## config.mk

```make
export PLATFORM = sky130hd
export DESIGN_NAME = dice_game_ctrl
export DESIGN_NICKNAME = d
export VERILOG_FILES = /design/src/rtl/dice_pkg.sv /design/src/rtl/rr_arb2.sv /design/src/rtl/dice_game_ctrl.sv
export SDC_FILE = /design/constraint.sdc
export NUM_CORES = 1
export LEC_CHECK = 0
export ABC_AREA = 1
export BUFFER_PORTS_ARGS = -buffer_cell sky130_fd_sc_hd__buf_4
export CORE_MARGIN = 4
export CORE_UTILIZATION = 57
export DETAILED_ROUTE_END_ITERATION = 8
export GPL_TIMING_DRIVEN = 0
export PLACE_DENSITY = 0.83
export SETUP_SLACK_MARGIN = 0.5
export SYNTH_ARGS = -nofsm -noshare
export SYNTH_HDL_FRONTEND = slang
export SYNTH_SLANG_ARGS = --single-unit
```

## constraint.sdc

```tcl
create_clock -name clk -period 5.2 [get_ports clk]
set_input_delay 0.78 -clock clk [delete_from_list [all_inputs] [get_ports clk]]
set_output_delay 0.78 -clock clk [all_outputs]
set_load 0.005 [all_outputs]
```

## src/rtl/dice_pkg.sv

```systemverilog
// Shared types and constants for the two-player dice game controller.
package dice_pkg;

  typedef logic [2:0] state_t;

  localparam state_t S_IDLE   = 3'd0;
  localparam state_t S_ROLL   = 3'd1;
  localparam state_t S_SETTLE = 3'd2;
  localparam state_t S_SCORE  = 3'd3;
  localparam state_t S_DONE   = 3'd4;

  localparam logic [2:0] THROW_MIN = 3'd1;
  localparam logic [2:0] THROW_MAX = 3'd6;

  typedef logic player_t;

  function automatic logic throw_ok(input logic [2:0] t);
    return (t >= THROW_MIN) && (t <= THROW_MAX);
  endfunction

endpackage

```

## src/rtl/rr_arb2.sv

```systemverilog
// Two-requester round-robin arbiter; ptr names the player favoured on a tie.
module rr_arb2
  import dice_pkg::*;
(
  input  logic [1:0] req,
  input  player_t    ptr,
  output logic [1:0] grant
);

  always_comb begin
    grant = req;
    if (req == 2'b11) grant = ptr ? 2'b10 : 2'b01;
  end

endmodule

```

## src/rtl/dice_game_ctrl.sv

```systemverilog
// Two-player dice game controller: arbitrates rolls, drives the dice button,
// scores each throw and stops the game once a player reaches TARGET.
module dice_game_ctrl
  import dice_pkg::*;
#(
  parameter int TARGET   = 20,
  parameter int SCORE_W  = 5,
  parameter int MIN_HOLD = 4
) (
  input  logic               clk,
  input  logic               rst,
  input  logic [1:0]         req,
  input  logic               new_game,
  input  logic [2:0]         throw,
  output logic               dice_button,
  output logic [1:0]         grant,
  output logic               result_valid,
  output logic               result_player,
  output logic [2:0]         result_value,
  output logic [SCORE_W-1:0] score0,
  output logic [SCORE_W-1:0] score1,
  output logic               game_over,
  output logic               winner,
  output logic               throw_err
);

  localparam int HOLD_W = $clog2(MIN_HOLD + 1);
  localparam logic [HOLD_W-1:0]  MIN_HOLD_C = HOLD_W'(MIN_HOLD);
  localparam logic [SCORE_W-1:0] TARGET_C   = SCORE_W'(TARGET);

  state_t              state_q, state_d;
  player_t             ptr_q, ptr_d;
  player_t             player_q, player_d;
  logic [HOLD_W-1:0]   hold_q, hold_d;
  logic                button_q, button_d;
  logic [1:0]          grant_q, grant_d;
  logic                rv_q, rv_d;
  player_t             rp_q, rp_d;
  logic [2:0]          rval_q, rval_d;
  logic [SCORE_W-1:0]  s0_q, s0_d, s1_q, s1_d;
  logic                go_q, go_d;
  player_t             win_q, win_d;
  logic                err_q, err_d;

  logic [1:0]          arb_grant;
  logic [SCORE_W-1:0]  cur_score, new_score;
  logic                valid_throw;

  rr_arb2 u_arb (
    .req   (req),
    .ptr   (ptr_q),
    .grant (arb_grant)
  );

  always_comb begin
    valid_throw = throw_ok(throw);
    cur_score   = player_q ? s1_q : s0_q;
    new_score   = valid_throw ? cur_score + SCORE_W'(throw) : cur_score;

    state_d  = state_q;
    ptr_d    = ptr_q;
    player_d = player_q;
    hold_d   = hold_q;
    button_d = button_q;
    grant_d  = grant_q;
    rv_d     = 1'b0;
    rp_d     = rp_q;
    rval_d   = rval_q;
    s0_d     = s0_q;
    s1_d     = s1_q;
    go_d     = go_q;
    win_d    = win_q;
    err_d    = err_q;

    case (state_q)
      S_IDLE: begin
        if (req != 2'b00) begin
          state_d  = S_ROLL;
          grant_d  = arb_grant;
          player_d = arb_grant[1];
          button_d = 1'b1;
          hold_d   = HOLD_W'(1);
        end
      end
      S_ROLL: begin
        if (hold_q != '1) hold_d = hold_q + HOLD_W'(1);
        if (!req[player_q] && (hold_q >= MIN_HOLD_C)) begin
          state_d  = S_SETTLE;
          button_d = 1'b0;
          grant_d  = 2'b00;
        end
      end
      S_SETTLE: state_d = S_SCORE;
      S_SCORE: begin
        if (!valid_throw) err_d = 1'b1;
        if (player_q) s1_d = new_score;
        else          s0_d = new_score;
        rv_d   = 1'b1;
        rp_d   = player_q;
        rval_d = throw;
        ptr_d  = ~player_q;
        if (new_score >= TARGET_C) begin
          state_d = S_DONE;
          go_d    = 1'b1;
          win_d   = player_q;
        end else begin
          state_d = S_IDLE;
        end
      end
      S_DONE:  state_d = S_DONE;
      default: state_d = S_IDLE;
    endcase

    // new_game aborts whatever is in flight, including a pending result
    if (new_game) begin
      state_d  = S_IDLE;
      ptr_d    = 1'b0;
      hold_d   = '0;
      button_d = 1'b0;
      grant_d  = 2'b00;
      rv_d     = 1'b0;
      s0_d     = '0;
      s1_d     = '0;
      go_d     = 1'b0;
      err_d    = 1'b0;
    end
  end

  always_ff @(posedge clk) begin
    if (rst) begin
      state_q  <= S_IDLE;
      ptr_q    <= 1'b0;
      player_q <= 1'b0;
      hold_q   <= '0;
      button_q <= 1'b0;
      grant_q  <= 2'b00;
      rv_q     <= 1'b0;
      rp_q     <= 1'b0;
      rval_q   <= 3'd0;
      s0_q     <= '0;
      s1_q     <= '0;
      go_q     <= 1'b0;
      win_q    <= 1'b0;
      err_q    <= 1'b0;
    end else begin
      state_q  <= state_d;
      ptr_q    <= ptr_d;
      player_q <= player_d;
      hold_q   <= hold_d;
      button_q <= button_d;
      grant_q  <= grant_d;
      rv_q     <= rv_d;
      rp_q     <= rp_d;
      rval_q   <= rval_d;
      s0_q     <= s0_d;
      s1_q     <= s1_d;
      go_q     <= go_d;
      win_q    <= win_d;
      err_q    <= err_d;
    end
  end

  assign dice_button   = button_q;
  assign grant         = grant_q;
  assign result_valid  = rv_q;
  assign result_player = rp_q;
  assign result_value  = rval_q;
  assign score0        = s0_q;
  assign score1        = s1_q;
  assign game_over     = go_q;
  assign winner        = win_q;
  assign throw_err     = err_q;

endmodule

```

After elaboration in Yosys (flattened, before gate mapping)

Index checks and enable logic that the tools add are counted.
W data, S select, Z words.

Register bits: 29
Input bits: 8
Word-level logic and storage cells: 66

Add/sub/neg operators: 2
$lt $le $gt $ge: 5
Equal/unequal tests: 9
Multiplexer cells: 19
Bitwise operators: 2
Reduce and logical (&&, ||, !) cells: 15

Operator list:

| operator              | number |
|---|---|
| $pmux W3 S5           | 1 |
| $mux W3               | 4 |
| $reduce_and A2 Y1     | 6 |
| $mux W5               | 2 |
| $mux W2               | 4 |
| $eq A3 B2 Y1 const B  | 2 |
| $ne A2 B2 Y1 const B  | 3 |
| $pmux W3 S2           | 1 |
| $reduce_and A3 Y1     | 2 |
| $add A5 B3 Y5         | 1 |
| $ge A5 B5 Y1 const B  | 1 |
| $mux W1               | 5 |
| $pmux W2 S2           | 1 |
| $reduce_bool A2 Y1    | 2 |
| $add A3 B1 Y3 const B | 1 |
| $eq A3 B1 Y1 const B  | 1 |
| $eq A3 B3 Y1 const B  | 1 |
| $ge A3 B1 Y1 const B  | 1 |
| $ge A3 B3 Y1 const B  | 1 |
| $le A3 B3 Y1 const B  | 1 |
| $logic_not A3 Y1      | 1 |
| $ne A3 B3 Y1 const B  | 1 |
| $eq A2 B2 Y1 const B  | 1 |
| $logic_and A1 B1 Y1   | 2 |
| other kinds (5)       | 6 |

Logic depth before layout (Yosys ltp)

Depth after elaboration: 6
Mapped depth: 17
Gate-level depth less buffers: 16

Hierarchy

A second synthesis with hierarchy kept.

Cells, all modules: 204
Area, all modules: 1490.2 um^2

By module, submodules not included:

| module         | times used | cells an instance | area an instance (um^2) | sequential area each (um^2) |
|---|---|---|---|---|
| dice_game_ctrl | 1          | 199               | 1468.9                  | 580.6 |
| rr_arb2        | 1          | 5                 | 21.3                    | 0.0 |

Worst setup path after synthesis

No wires, ideal clock.

Path kind: input to register
Start point: in throw[0]
End point: reg win_q (netlist: winner)
Library setup time: 64 ps
Arrival time: 2055 ps
Setup slack: 3082 ps
Stages: 14
Cells stage by stage: ha_1 -> inv_1 -> fa_1 -> inv_1 -> nand2_1 -> nand2_1 -> nand2_1 -> nor2_1 -> nand2_1 -> nand2_2 -> nand2_2 -> nor2_2 -> nor2_1 -> nor2_1

Word-level cells in the longest chain between the ends: 5
Elaborated cells between the ends (all ways): 7
Those cells by class: add/sub (1); order compare (3); mux (1); reduce/logical (2)

Ends and longest elaborated chain:

| what                                                                  | RTL line              | text |
|---|---|---|
| from (decl)                                                           | dice_game_ctrl.sv:14  | `input logic [2:0] throw,` |
| parallel branches: the longest is 2 deep, another holds $add A5 B3 Y5 | -                     |  |
| $mux W5 *                                                             | dice_game_ctrl.sv:58  | `new_score = valid_throw ? cur_score + SCORE_W'(throw) : cur_score;` |
| $ge A5 B5 Y1 *                                                        | dice_game_ctrl.sv:102 | `if (new_score >= TARGET_C) begin` |
| $reduce_and A2 Y1 (no source line) *                                  | -                     |  |
| to (signal assigned)                                                  | dice_game_ctrl.sv:158 | `win_q <= win_d;` |
| to (decl)                                                             | dice_game_ctrl.sv:42  | `player_t win_q, win_d;` |

Mark *: on every way between the ends.
A chain may end at the register's enable or synchronous reset.

Worst setup path in the final report

Start point: reg player_q
End point: reg win_q (netlist: winner)

Word-level cells in the longest chain between the ends: 5

Ends and longest elaborated chain:

| what                               | RTL line              | text |
|---|---|---|
| from (decl)                        | dice_game_ctrl.sv:33  | `player_t player_q, player_d;` |
| from (signal assigned)             | dice_game_ctrl.sv:148 | `player_q <= player_d;` |
| $mux W5                            | dice_game_ctrl.sv:57  | `cur_score = player_q ? s1_q : s0_q;` |
| $add A5 B3 Y5                      | dice_game_ctrl.sv:58  |  |
| $mux W5                            | dice_game_ctrl.sv:58  |  |
| $ge A5 B5 Y1                       | dice_game_ctrl.sv:102 |  |
| $reduce_and A2 Y1 (no source line) | -                     |  |

Several ways; a longest one is shown, not always the timed one.

==> impl_metrics.tcl <==
set metrics [dict create \
    min_period_over_period_pct 46.2 \
    dp.final_hpwl_mm 2.55 \
    postPlaceCellArea_sq_um 1680 \
    synth_seq_area_share_pct 40.4 \
    vias 1384 \
    grt_pass1_wl_mm 5.64 \
    clock-sinks 29 \
    drt_iter0_drc 41 \
    nFillCells 193 \
    switching_share_pct 27.4 \
    cts_resized 0 \
    wl_per_cell_microns 12.7 \
    first_global_vias 1321 \
    synth_commonest_cells "nand2_1, inv_1, dfxtp_1, nor2_1, a21oi_1" \
    power.switching_uw 111 \
    io_pins 29 \
    timing.final.max_slew_violations 0 \
    irDropWorstVdd_v 0.000216 \
    p_clk_share_pct 32.3 \
    nets 252 \
    yosys_warnings 0 \
    slowest_stage "fa_1" \
    syn_to_final_growth_pct 20.6 \
    ant_nets 0 \
    startpoint "player_q" \
    arrival_ps 2660 \
    grt_max_degree 11 \
    status "complete, no violations" \
    synth.most_common_cell "nand2_1" \
    synthCells 203 \
    rsz0062_at_grt "no" \
    cts_root_buffer "clkbuf_4" \
    grt_usage_pct 21.9 \
    max_freq_mhz 416 \
    yosysUniqueCellTypes 28 \
    drive_gt1_share_pct 21.3 \
    antenna_found_initial 0 \
    crit_path_max_incr_delay_ps 390 \
    grt_overflow_total 0 \
    finalSetupTns_ps 0 \
    critPathRequiredTime_ps 5460 \
    syn_nets 217 \
    intPower_uw 293 \
    clock_latency_ps 330 \
    path_cells "buf_6 > o21ai_0 > ha_1 > inv_1 > fa_1 > inv_1 > nand2_1 > nand2_1 > nand2_1 > nor2_1 > nand2_1 > nand2_2 > nand2_2 > nor2_2 > nor2_1 > nor2_1" \
    place_inst 259 \
    core-area_sq_um 2300 \
    rr_worst_depth 16 \
    die_w_microns 58.2 \
    cp-end-kind "register" \
    setup_ws_ps 2800 \
    p_seq_share_pct 56.3 \
    cp-start-kind "register" \
    cts_setup_buffers 0 \
    fin_cells 267 \
    insertedDiodeCount 0 \
    path_common_cell "nand2_1" \
    finClkSkew_ps 11.6 \
    worst_slew_pin_slew_ps 606 \
    tritoncts "built" \
    fin_crit_ps 2400 \
    die_height_microns 58.2 \
    timing.rr.start "player_q" \
    drt-total-wl_mm 3.38 \
    r2r-end "winner" \
    r2r_slack_ps 2800 \
    netlist_top_cells_area "dfxtp_1, nand2_1, inv_1, a21oi_1, o21ai_0" \
    p_leak_uw 0.000865 \
    ys.flop_type "dfxtp_1" \
    async_flop_share_pct 0 \
    place_ws_ps 2810 \
    comb_power_share_pct 11.4 \
    place_congestion 0.780 \
    setup_viol 0 \
    multi_input_area_sq_um 704 \
    slew_headroom_pct 59.5 \
    ys_ff_latch 29 \
    min_path_type "register to register" \
    htree_num_levels 2 \
    netlist_area_sq_um 1440 \
    row_count 17 \
    clk_path_buf_depth 2 \
    synth_top_area_share_pct 40.4 \
    drtPass1Iterations 4 \
    initial_core_util_pct 62.5 \
    avgViaCountPerCell 5.18 \
    hold_buffers 0 \
    numCtsBuffers 5 \
    clk_pin_slew_ps 90 \
    hold_viol 0 \
    port_buffers 28 \
    maxCapViolCount 0 \
    crit_path_max_fanout 10 \
    power.density_nw_per_um2 233 \
    dieArea_sq_um 3390 \
    synth-edff-count 0 \
    final_cell_area_sq_um 1730 \
    seqCellArea_sq_um 581 \
    final_util_pct 75.4 \
    cp-endpoint "winner" \
    avgSynthCellArea_sq_um 7.08 \
    crit_type "register to register" \
    remaining_drc_errors 0 \
    yosysTopAreaCell "dfxtp_1" \
]
metrics by stage:
stage | hold WS [ps] | power, uW
2_1_floorplan | 429 | 261
3_3_place_gp | 445 | 276
3_5_place_dp | 452 | 278
4_1_cts | 468 | 406
5_1_grt | 495 | 424
6_report | 467 | 404
area by class of cell:
type	instances	area share (%)
Tap cell	28	2.02
Timing Repair Buffer	28	12.1
Buffer	3	1.16
Clock buffer	6	2.38
Multi-Input combinational cell	136	40.6
Inverter	35	7.58
Sequential cell	29	33.5
Clock inverter	2	0.578
critical path, delay by kind of cell (launching register included):
kind	cells	cell delay [ps]
buf+inv	3	290
compound gates	1	290
flops	1	370
simple gates	10	770
fa+ha+maj	2	620
power groups by stage:
stage                     registers (uW)  clock network, uW  logic, uW
after floorplan                      232                  0       28.9
after global placement               233                  0       43.3
after detailed placement             233                  0       45.2
after CTS                            228                133       45.5
after global routing                 228                144       51.8
final                                228                131       45.9
layout by cell type, fill, tap and decap left out, types with 2 or more instances in the layout:
cell type  count
dfxtp_1       29
nor2_4         2
nor2_1        20
clkbuf_1       2
nand2_1       42
clkbuf_4       5
a21oi_1       19
nand3_1        7
inv_1         31
nor2_2         2
o21bai_1       2
buf_4         28
clkinv_2       2
nand2_2        4
o21ai_0       18
inv_2          4
o21ai_1        2
nor3_1         2
o211ai_1       2
ha_1           5
metal layers:
metal | global-route usage, % | part of all wire, % | vias to the layer above
li1 | - | - | 715
met1 | 26.8 | 45 | 618
met2 | 35.6 | 46 | 45
met3 | 7.13 | 6.5 | 6
met4 | 8.28 | 1.9 | 0
met5 | 0 | 0 | -
flip-flops by register name, indices dropped and copies added, names as in the netlist, 2 cells and up:
name          count
score1            5
result_value      3
score0            5
grant             2
state_q           3
hold_q            3
worst min-delay path by stage:
stage | startpoint | end | slack [ps] | cells past startpoint
final | grant[1] | grant[1] | 470 | 2
after global routing | dice_button | dice_button | 490 | 2
after CTS | grant[0] | grant[0] | 470 | 2
after detailed placement | grant[0] | grant[0] | 450 | 2
after global placement | hold_q[0] | hold_q[0] | 450 | 1
after floorplan | hold_q[0] | hold_q[0] | 430 | 1
kinds of logic (layout without fill, tap and decap cells):
kind of cell,Yosys count,in the layout,share of synthesized area [%]
AO/OA/AOI/OAI,46,46,17.3
XOR/XNOR,1,1,0.610
adder cells (fa/ha/maj),6,6,5.75
buffers and inverters,38,74,10.5
flip-flops,29,29,40.4
AND/OR/NAND/NOR,83,83,25.3
Power figures use the tool's default switching activity.
